===== src/rtl/goldschmidt_div_ctrl_if.sv =====
// Front-end bundle for the Goldschmidt divider sequencer:
// request/operands in, status and result out.
interface goldschmidt_div_ctrl_if #(
  parameter int n  = 8,
  parameter int IW = 4
);
  logic          start;
  logic [n-1:0]  dividend;
  logic [n-1:0]  divisor;
  logic [IW-1:0] iters;
  logic          busy;
  logic          done;
  logic          err;
  logic [n-1:0]  quotient;

  modport master (
    output start,
    output dividend,
    output divisor,
    output iters,
    input  busy,
    input  done,
    input  err,
    input  quotient
  );

  modport slave (
    input  start,
    input  dividend,
    input  divisor,
    input  iters,
    output busy,
    output done,
    output err,
    output quotient
  );
endinterface


===== src/rtl/goldschmidt_div_ctrl.sv =====
// Goldschmidt divider sequencer: N<-N*F, D<-D*F with F=2-D,
// sharing one truncating n-bit multiplier across two cycles.
module goldschmidt_div_ctrl #(
  parameter int n  = 8,
  parameter int IW = 4
) (
  input  logic                   clk,
  input  logic                   rst_n,
  goldschmidt_div_ctrl_if.slave  bus,
  output logic [n-1:0]           mul_in1,
  output logic [n-1:0]           mul_in2,
  input  logic [n-1:0]           mul_out
);

  typedef enum logic [1:0] {
    IDLE,
    MUL_N,
    MUL_D,
    DONE
  } state_t;

  state_t        state;
  logic [n-1:0]  n_q;
  logic [n-1:0]  d_q;
  logic [n-1:0]  e_q;
  logic [IW-1:0] cnt_q;
  logic [IW-1:0] iters_q;
  logic          busy_q;
  logic          done_q;
  logic          err_q;
  logic [n-1:0]  quot_q;

  logic [n-1:0]  n_sum;
  logic [n-1:0]  d_sum;
  logic [IW-1:0] cnt_inc;
  logic          bad_ops;

  // N<D keeps both sums below 2^n, so no carry is kept
  assign n_sum   = n_q + mul_out;
  assign d_sum   = d_q + mul_out;
  assign cnt_inc = cnt_q + 1'b1;
  assign bad_ops = !bus.divisor[n-1] ||
                   (bus.dividend >= bus.divisor);

  assign bus.busy     = busy_q;
  assign bus.done     = done_q;
  assign bus.err      = err_q;
  assign bus.quotient = quot_q;

  // Steer the shared multiplier: N*E then D*E
  always_comb begin
    mul_in1 = '0;
    mul_in2 = '0;
    unique case (1'b1)
      (state == MUL_N): begin
        mul_in1 = n_q;
        mul_in2 = e_q;
      end
      (state == MUL_D): begin
        mul_in1 = d_q;
        mul_in2 = e_q;
      end
      default: ;
    endcase
  end

  // Sequencer FSM with registered status and datapath
  always_ff @(posedge clk) begin
    if (!rst_n) begin
      state   <= IDLE;
      n_q     <= '0;
      d_q     <= '0;
      e_q     <= '0;
      cnt_q   <= '0;
      iters_q <= '0;
      busy_q  <= 1'b0;
      done_q  <= 1'b0;
      err_q   <= 1'b0;
      quot_q  <= '0;
    end else begin
      case (state)
        IDLE: begin
          busy_q <= 1'b0;
          done_q <= 1'b0;
          if (bus.start) begin
            iters_q <= bus.iters;
            cnt_q   <= '0;
            err_q   <= 1'b0;
            busy_q  <= 1'b1;
            if (bad_ops) begin
              err_q  <= 1'b1;
              quot_q <= '1;
              done_q <= 1'b1;
              state  <= DONE;
            end else if (bus.iters == '0) begin
              quot_q <= bus.dividend;
              done_q <= 1'b1;
              state  <= DONE;
            end else begin
              n_q   <= bus.dividend;
              d_q   <= bus.divisor;
              e_q   <= '0 - bus.divisor;
              state <= MUL_N;
            end
          end
        end
        MUL_N: begin
          n_q   <= n_sum;
          state <= MUL_D;
        end
        MUL_D: begin
          d_q   <= d_sum;
          e_q   <= '0 - d_sum;
          cnt_q <= cnt_inc;
          if (cnt_inc == iters_q) begin
            quot_q <= n_q;
            done_q <= 1'b1;
            state  <= DONE;
          end else begin
            state <= MUL_N;
          end
        end
        DONE: begin
          busy_q <= 1'b0;
          done_q <= 1'b0;
          state  <= IDLE;
        end
        default: state <= IDLE;
      endcase
    end
  end

endmodule


===== src/flat_wrapper.sv =====
// flat-port wrapper written by rule: the top's interface ports become plain ports
module goldschmidt_div_ctrl_flat 
#(
  parameter int n  = 8,
  parameter int IW = 4
)
  (clk, rst_n, mul_in1, mul_in2, mul_out, bus_start, bus_dividend, bus_divisor, bus_iters, bus_busy, bus_done, bus_err, bus_quotient);
  goldschmidt_div_ctrl_if #(.n(n), .IW(IW)) bus_i ();
  input  logic clk;
  input  logic rst_n;
  output logic [n-1:0] mul_in1;
  output logic [n-1:0] mul_in2;
  input  logic [n-1:0] mul_out;
  input wire logic [$bits(bus_i.start)-1:0] bus_start;
  input wire logic [$bits(bus_i.dividend)-1:0] bus_dividend;
  input wire logic [$bits(bus_i.divisor)-1:0] bus_divisor;
  input wire logic [$bits(bus_i.iters)-1:0] bus_iters;
  output wire logic [$bits(bus_i.busy)-1:0] bus_busy;
  output wire logic [$bits(bus_i.done)-1:0] bus_done;
  output wire logic [$bits(bus_i.err)-1:0] bus_err;
  output wire logic [$bits(bus_i.quotient)-1:0] bus_quotient;
  assign bus_i.start = bus_start;
  assign bus_i.dividend = bus_dividend;
  assign bus_i.divisor = bus_divisor;
  assign bus_i.iters = bus_iters;
  assign bus_busy = bus_i.busy;
  assign bus_done = bus_i.done;
  assign bus_err = bus_i.err;
  assign bus_quotient = bus_i.quotient;
  goldschmidt_div_ctrl #(.n(n), .IW(IW)) u_core (.clk(clk), .rst_n(rst_n), .bus(bus_i), .mul_in1(mul_in1), .mul_in2(mul_in2), .mul_out(mul_out));
endmodule

===== config.mk =====
export PLATFORM = sky130hd
export DESIGN_NAME = goldschmidt_div_ctrl_flat
export DESIGN_NICKNAME = d
export VERILOG_FILES = /design/src/rtl/goldschmidt_div_ctrl_if.sv /design/src/rtl/goldschmidt_div_ctrl.sv /design/src/flat_wrapper.sv
export SDC_FILE = /design/constraint.sdc
export NUM_CORES = 1
export LEC_CHECK = 0
export ABC_CLOCK_PERIOD_IN_PS = 5800
export BUFFER_PORTS_ARGS = -buffer_cell sky130_fd_sc_hd__clkbuf_2
export CORE_MARGIN = 2
export CORE_UTILIZATION = 60
export CTS_BUF_LIST = sky130_fd_sc_hd__clkbuf_8 sky130_fd_sc_hd__clkbuf_16
export CTS_CLUSTER_SIZE = 30
export DETAILED_ROUTE_END_ITERATION = 6
export PLACE_DENSITY_LB_ADDON = 0.05
export SLEW_MARGIN = 20
export SYNTH_ARGS = -nofsm -noshare
export SYNTH_HDL_FRONTEND = slang
export SYNTH_SLANG_ARGS = --single-unit

===== constraint.sdc =====
create_clock -name clk -period 5.8 [get_ports clk]
set_clock_uncertainty 0.05 [all_clocks]
set_input_delay 0.29 -clock clk [delete_from_list [all_inputs] [get_ports clk]]
set_output_delay 0.29 -clock clk [all_outputs]
set_load 0.1 [all_outputs]

==> impl_metrics.prom <==
# TYPE chip_impl_metric gauge
chip_impl_metric{name="tightestPinTransition",unit="ps"} 882.0
chip_impl_metric{name="globalRouteMet3Util",unit="%"} 4.471
chip_impl_metric{name="rows",unit=""} 26
chip_impl_metric{name="drt_pre_antenna_iters",unit=""} 4
chip_impl_info{name="grt_most_used_layer",value="met2"} 1
chip_impl_info{name="worst-setup-path-type",value="flip-flop to flip-flop"} 1
chip_impl_metric{name="cts_hold_repair.buffers",unit=""} 0
chip_impl_info{name="cp-start-kind",value="flip-flop"} 1
chip_impl_metric{name="power_density",unit="mW/mm^2"} 530.0
chip_impl_metric{name="synth-edff-count",unit=""} 0
chip_impl_info{name="end_kind",value="flip-flop"} 1
chip_impl_metric{name="net-switching-power",unit="mW"} 1.017
chip_impl_metric{name="max_slew_margin",unit="%"} 41.20
chip_impl_info{name="min-delay-start",value="bus_iters[0]"} 1
chip_impl_metric{name="grt_start_max_net_pins",unit=""} 39
chip_impl_metric{name="final_area",unit="mm^2"} 0.003576
chip_impl_metric{name="ys_warn_count",unit=""} 0
chip_impl_metric{name="cts_clk_pin_slew_worst_paths",unit="ps"} 90
chip_impl_metric{name="fin_worst_hold_slack",unit="ps"} 164.0
chip_impl_metric{name="setup_tns",unit="ps"} 0
chip_impl_metric{name="critical_path_peak_fanout",unit=""} 28
chip_impl_metric{name="pin_count",unit=""} 58
chip_impl_metric{name="async_flop_share",unit="%"} 0
chip_impl_metric{name="route.vias.total",unit=""} 2771
chip_impl_metric{name="antenna_found_initial",unit=""} 0
chip_impl_metric{name="chipWidth",unit="um"} 76.81
chip_impl_metric{name="clock_power_share",unit="%"} 10.7
chip_impl_metric{name="maximum_ir_drop_on_the_vdd_rail",unit="V"} 0.0003791
chip_impl_metric{name="synth_top_area_share",unit="%"} 27.69
chip_impl_metric{name="die_area",unit="mm^2"} 0.005899
chip_impl_info{name="post-synth-top-count-cell",value="sky130_fd_sc_hd__dfxtp_1"} 1
chip_impl_metric{name="setup_slack",unit="ps"} 2979
chip_impl_info{name="path_common_cell",value="sky130_fd_sc_hd__inv_1"} 1
chip_impl_metric{name="drv.max_cap_violation_count",unit=""} 0
chip_impl_metric{name="largest_incremental_delay_on_the_critical_path",unit="ps"} 580
chip_impl_info{name="grt_setup_unrepaired",value="false"} 1
chip_impl_metric{name="postRouteWirelength",unit="um"} 7364
chip_impl_metric{name="maxClockFrequency",unit="GHz"} 0.3545
chip_impl_metric{name="pre_cts_ws",unit="ps"} 3027
chip_impl_metric{name="timing.final.setup_violations",unit=""} 0
chip_impl_metric{name="clock_sink_count",unit=""} 44
chip_impl_metric{name="track_usage",unit="%"} 26.29
chip_impl_metric{name="dieHeight",unit="um"} 76.81
chip_impl_metric{name="hpwl",unit="um"} 5587
chip_impl_metric{name="detailed_place.area",unit="mm^2"} 0.003482
chip_impl_metric{name="detail_route.wl_per_cell",unit="um"} 15.15
chip_impl_metric{name="syn_to_final_growth",unit="%"} 12.43
chip_impl_metric{name="route.detailed.drc",unit=""} 0
chip_impl_metric{name="worst-endpoint-required",unit="ps"} 5910
chip_impl_metric{name="swShare",unit="%"} 53.64
chip_impl_info{name="ys_top_cells_by_count",value="sky130_fd_sc_hd__dfxtp_1, sky130_fd_sc_hd__nand2_1, sky130_fd_sc_hd__ha_1, sky130_fd_sc_hd__mux2i_1, sky130_fd_sc_hd__nor2_1"} 1
chip_impl_metric{name="slew_viol_final",unit=""} 0
chip_impl_metric{name="netlist-cell-type-count",unit=""} 56
chip_impl_info{name="cts_tree",value="done"} 1
chip_impl_metric{name="n_antenna_cell",unit=""} 0
chip_impl_metric{name="p_comb_share",unit="%"} 63.3
chip_impl_metric{name="use_met1",unit="%"} 32.55
chip_impl_info{name="crit_path_cell_trace",value="inv_1 > ha_1 > buf_4 > inv_1 > or4b_1 > nand4_1 > nor2_1 > nand4b_1 > xor2_1 > o22ai_1"} 1
chip_impl_info{name="yosysTopAreaCell",value="sky130_fd_sc_hd__dfxtp_1"} 1
chip_impl_metric{name="fin_nets",unit=""} 476
chip_impl_info{name="critPathSlowestCell",value="sky130_fd_sc_hd__or4b_1"} 1
chip_impl_metric{name="finalWeightedCongestion",unit=""} 0.8248
chip_impl_metric{name="worstSkewPairLatency",unit="ps"} 300
chip_impl_metric{name="drtAntennaViolNets",unit=""} 0
chip_impl_metric{name="clock_tree.htree_level_count",unit=""} 2
chip_impl_metric{name="cellInternalPower",unit="mW"} 0.8786
chip_impl_metric{name="static-leakage-power",unit="nW"} 1.622
chip_impl_metric{name="coreArea",unit="mm^2"} 0.005107
chip_impl_metric{name="final.min_clock_period",unit="ps"} 2821
chip_impl_metric{name="synth-seq-cells",unit=""} 44
chip_impl_metric{name="cts_setup_buffers",unit=""} 0
chip_impl_metric{name="grt_pass1_vias",unit=""} 2731
chip_impl_metric{name="syn-mean-instance-area",unit="um^2"} 8.690
chip_impl_metric{name="post_cts_resize_count",unit=""} 0
chip_impl_metric{name="initialDrtViolationCount",unit=""} 110
chip_impl_metric{name="cts_made_buffers",unit=""} 5
chip_impl_metric{name="final_layout_size_suffix_gt1_share",unit="%"} 18.75
chip_impl_metric{name="hold_violation_count_in_the_final_report",unit=""} 0
chip_impl_info{name="worst_hold_path_class",value="input pin to flip-flop"} 1
chip_impl_metric{name="synth_seq_area_share",unit="%"} 27.69
chip_impl_metric{name="grtUsageMet2",unit="%"} 47.11
chip_impl_metric{name="power.sequential.fraction",unit="%"} 25.9
chip_impl_info{name="clock_tree.root_cell",value="sky130_fd_sc_hd__clkbuf_8"} 1
chip_impl_info{name="outcome",value="completed"} 1
chip_impl_metric{name="syn_nets",unit=""} 427
chip_impl_metric{name="post-route-util",unit="%"} 70.01
chip_impl_info{name="synth_flop_cell",value="sky130_fd_sc_hd__dfxtp_1"} 1
chip_impl_metric{name="post_synth_instance_area",unit="mm^2"} 0.003181
chip_impl_info{name="critical_path.reg2reg.startpoint",value="u_core.state[0]"} 1
chip_impl_metric{name="synthCells",unit=""} 366
chip_impl_info{name="critPathLaunch",value="u_core.state[0]"} 1
chip_impl_metric{name="cts_buffer_depth",unit=""} 2
chip_impl_metric{name="via_per_inst",unit=""} 5.702
chip_impl_metric{name="timing.final.crit_share",unit="%"} 48.64
chip_impl_metric{name="global_route_wire_length_before_repair",unit="um"} 12600
chip_impl_info{name="synth_area_leaders",value="sky130_fd_sc_hd__dfxtp_1, sky130_fd_sc_hd__ha_1, sky130_fd_sc_hd__mux2i_1"} 1
chip_impl_metric{name="worstPathArrival",unit="ps"} 2930
chip_impl_metric{name="grt.overflow.total",unit=""} 0
chip_impl_metric{name="initial_utilization",unit="%"} 62.27
chip_impl_metric{name="numPortBuffers",unit=""} 57
[kinds of logic after synthesis]
| logic type | after synthesis | share of synthesized area, % |
|---|---|---|
| xor gates and xnor gates | 22 | 6.058 |
| and+or+nand+nor | 115 | 17.90 |
| muxes | 23 | 7.278 |
| DFF | 44 | 27.69 |
| buffers and inverters | 38 | 5.192 |
| adders and majority gates | 30 | 12.27 |
| AOI/OAI and AO/OA | 94 | 23.60 |
[sequential cells by signal (all words and copies together) (netlist names)]
signal and cells:
u_core.state 2, u_core.e_q 8, u_core.cnt_q 4, u_core.bus.done 1
u_core.n_q 8, u_core.bus.quotient 8, u_core.bus.err 1, u_core.bus.busy 1
u_core.d_q 7, u_core.iters_q 4
[layout make-up]
| cell class | count | area, um^2 |
|---|---|---|
| clock inverters | 2 | 11.26 |
| inverters | 21 | 78.83 |
| repair buffers | 59 | 300.3 |
| fillers | 426 | 1531 |
| clock buffers | 6 | 82.58 |
| flip-flops and latches | 44 | 880.8 |
| multi-input cells | 284 | 2135 |
| well taps | 70 | 87.58 |
[power by group through the flow]
stage               Sequential (mW)  Clock, mW  Combinational, mW
finish                        0.492      0.203               1.20
detailed placement            0.497          0               1.20
floorplan                     0.655          0              0.841
global placement              0.494          0               1.18
CTS                           0.491      0.210               1.20
global route                  0.506      0.219               1.31
[cell usage in the layout, fill, tap and decap left out, types with 3 or more instances in the layout]
master,count
sky130_fd_sc_hd__nor2b_1,12
sky130_fd_sc_hd__ha_1,28
sky130_fd_sc_hd__and2_1,10
sky130_fd_sc_hd__a21oi_1,15
sky130_fd_sc_hd__clkbuf_8,6
sky130_fd_sc_hd__mux2i_1,22
sky130_fd_sc_hd__inv_1,21
sky130_fd_sc_hd__a31oi_1,3
sky130_fd_sc_hd__nor2_1,21
sky130_fd_sc_hd__o221ai_1,9
sky130_fd_sc_hd__nor3_1,4
sky130_fd_sc_hd__a22oi_1,9
sky130_fd_sc_hd__clkbuf_2,57
sky130_fd_sc_hd__o21ai_0,12
sky130_fd_sc_hd__o211a_1,9
sky130_fd_sc_hd__nand3_1,6
sky130_fd_sc_hd__nand2b_1,6
sky130_fd_sc_hd__nand2_1,42
sky130_fd_sc_hd__xnor2_1,11
sky130_fd_sc_hd__a311oi_1,3
sky130_fd_sc_hd__o211ai_1,4
sky130_fd_sc_hd__a211o_1,3
sky130_fd_sc_hd__dfxtp_1,44
sky130_fd_sc_hd__xor2_1,11
sky130_fd_sc_hd__a211oi_1,5
[through the flow]
stage / cells / total power, mW
after CTS: 486 / 1.905
after floorplan: 366 / 1.496
after global routing: 486 / 2.033
after global placement: 478 / 1.678
after detailed placement: 478 / 1.696
final: 486 / 1.895
[critical path, delay by kind of cell, from the launching register on]
kind | cells | cell delay, ps
buffers and inverters | 3 | 770
xor gates and xnor gates | 1 | 160
adders and majority gates | 1 | 150
AOI/OAI and AO/OA | 1 | 100
and+or+nand+nor | 4 | 1090
DFF | 1 | 350
[final timing paths]
| kind | depth (start not counted) | slack (ps) | to |
|---|---|---|---|
| worst max-delay path | 10 | 2980 | u_core.e_q[7] |
| worst min-delay path | 3 | 160 | u_core.iters_q[0] |
| worst max register to register | 10 | 2980 | u_core.e_q[7] |
| worst min register to register | 2 | 410 | u_core.bus.quotient[6] |
[layer usage]
layer | routed length, um | share of wire (%)
met2 | 3642 | 49
met5 | 0 | 0
met3 | 262 | 3.6
met1 | 3352 | 46
met4 | 107 | 1.5
Note: power is estimated with default switching activity, not from simulation.
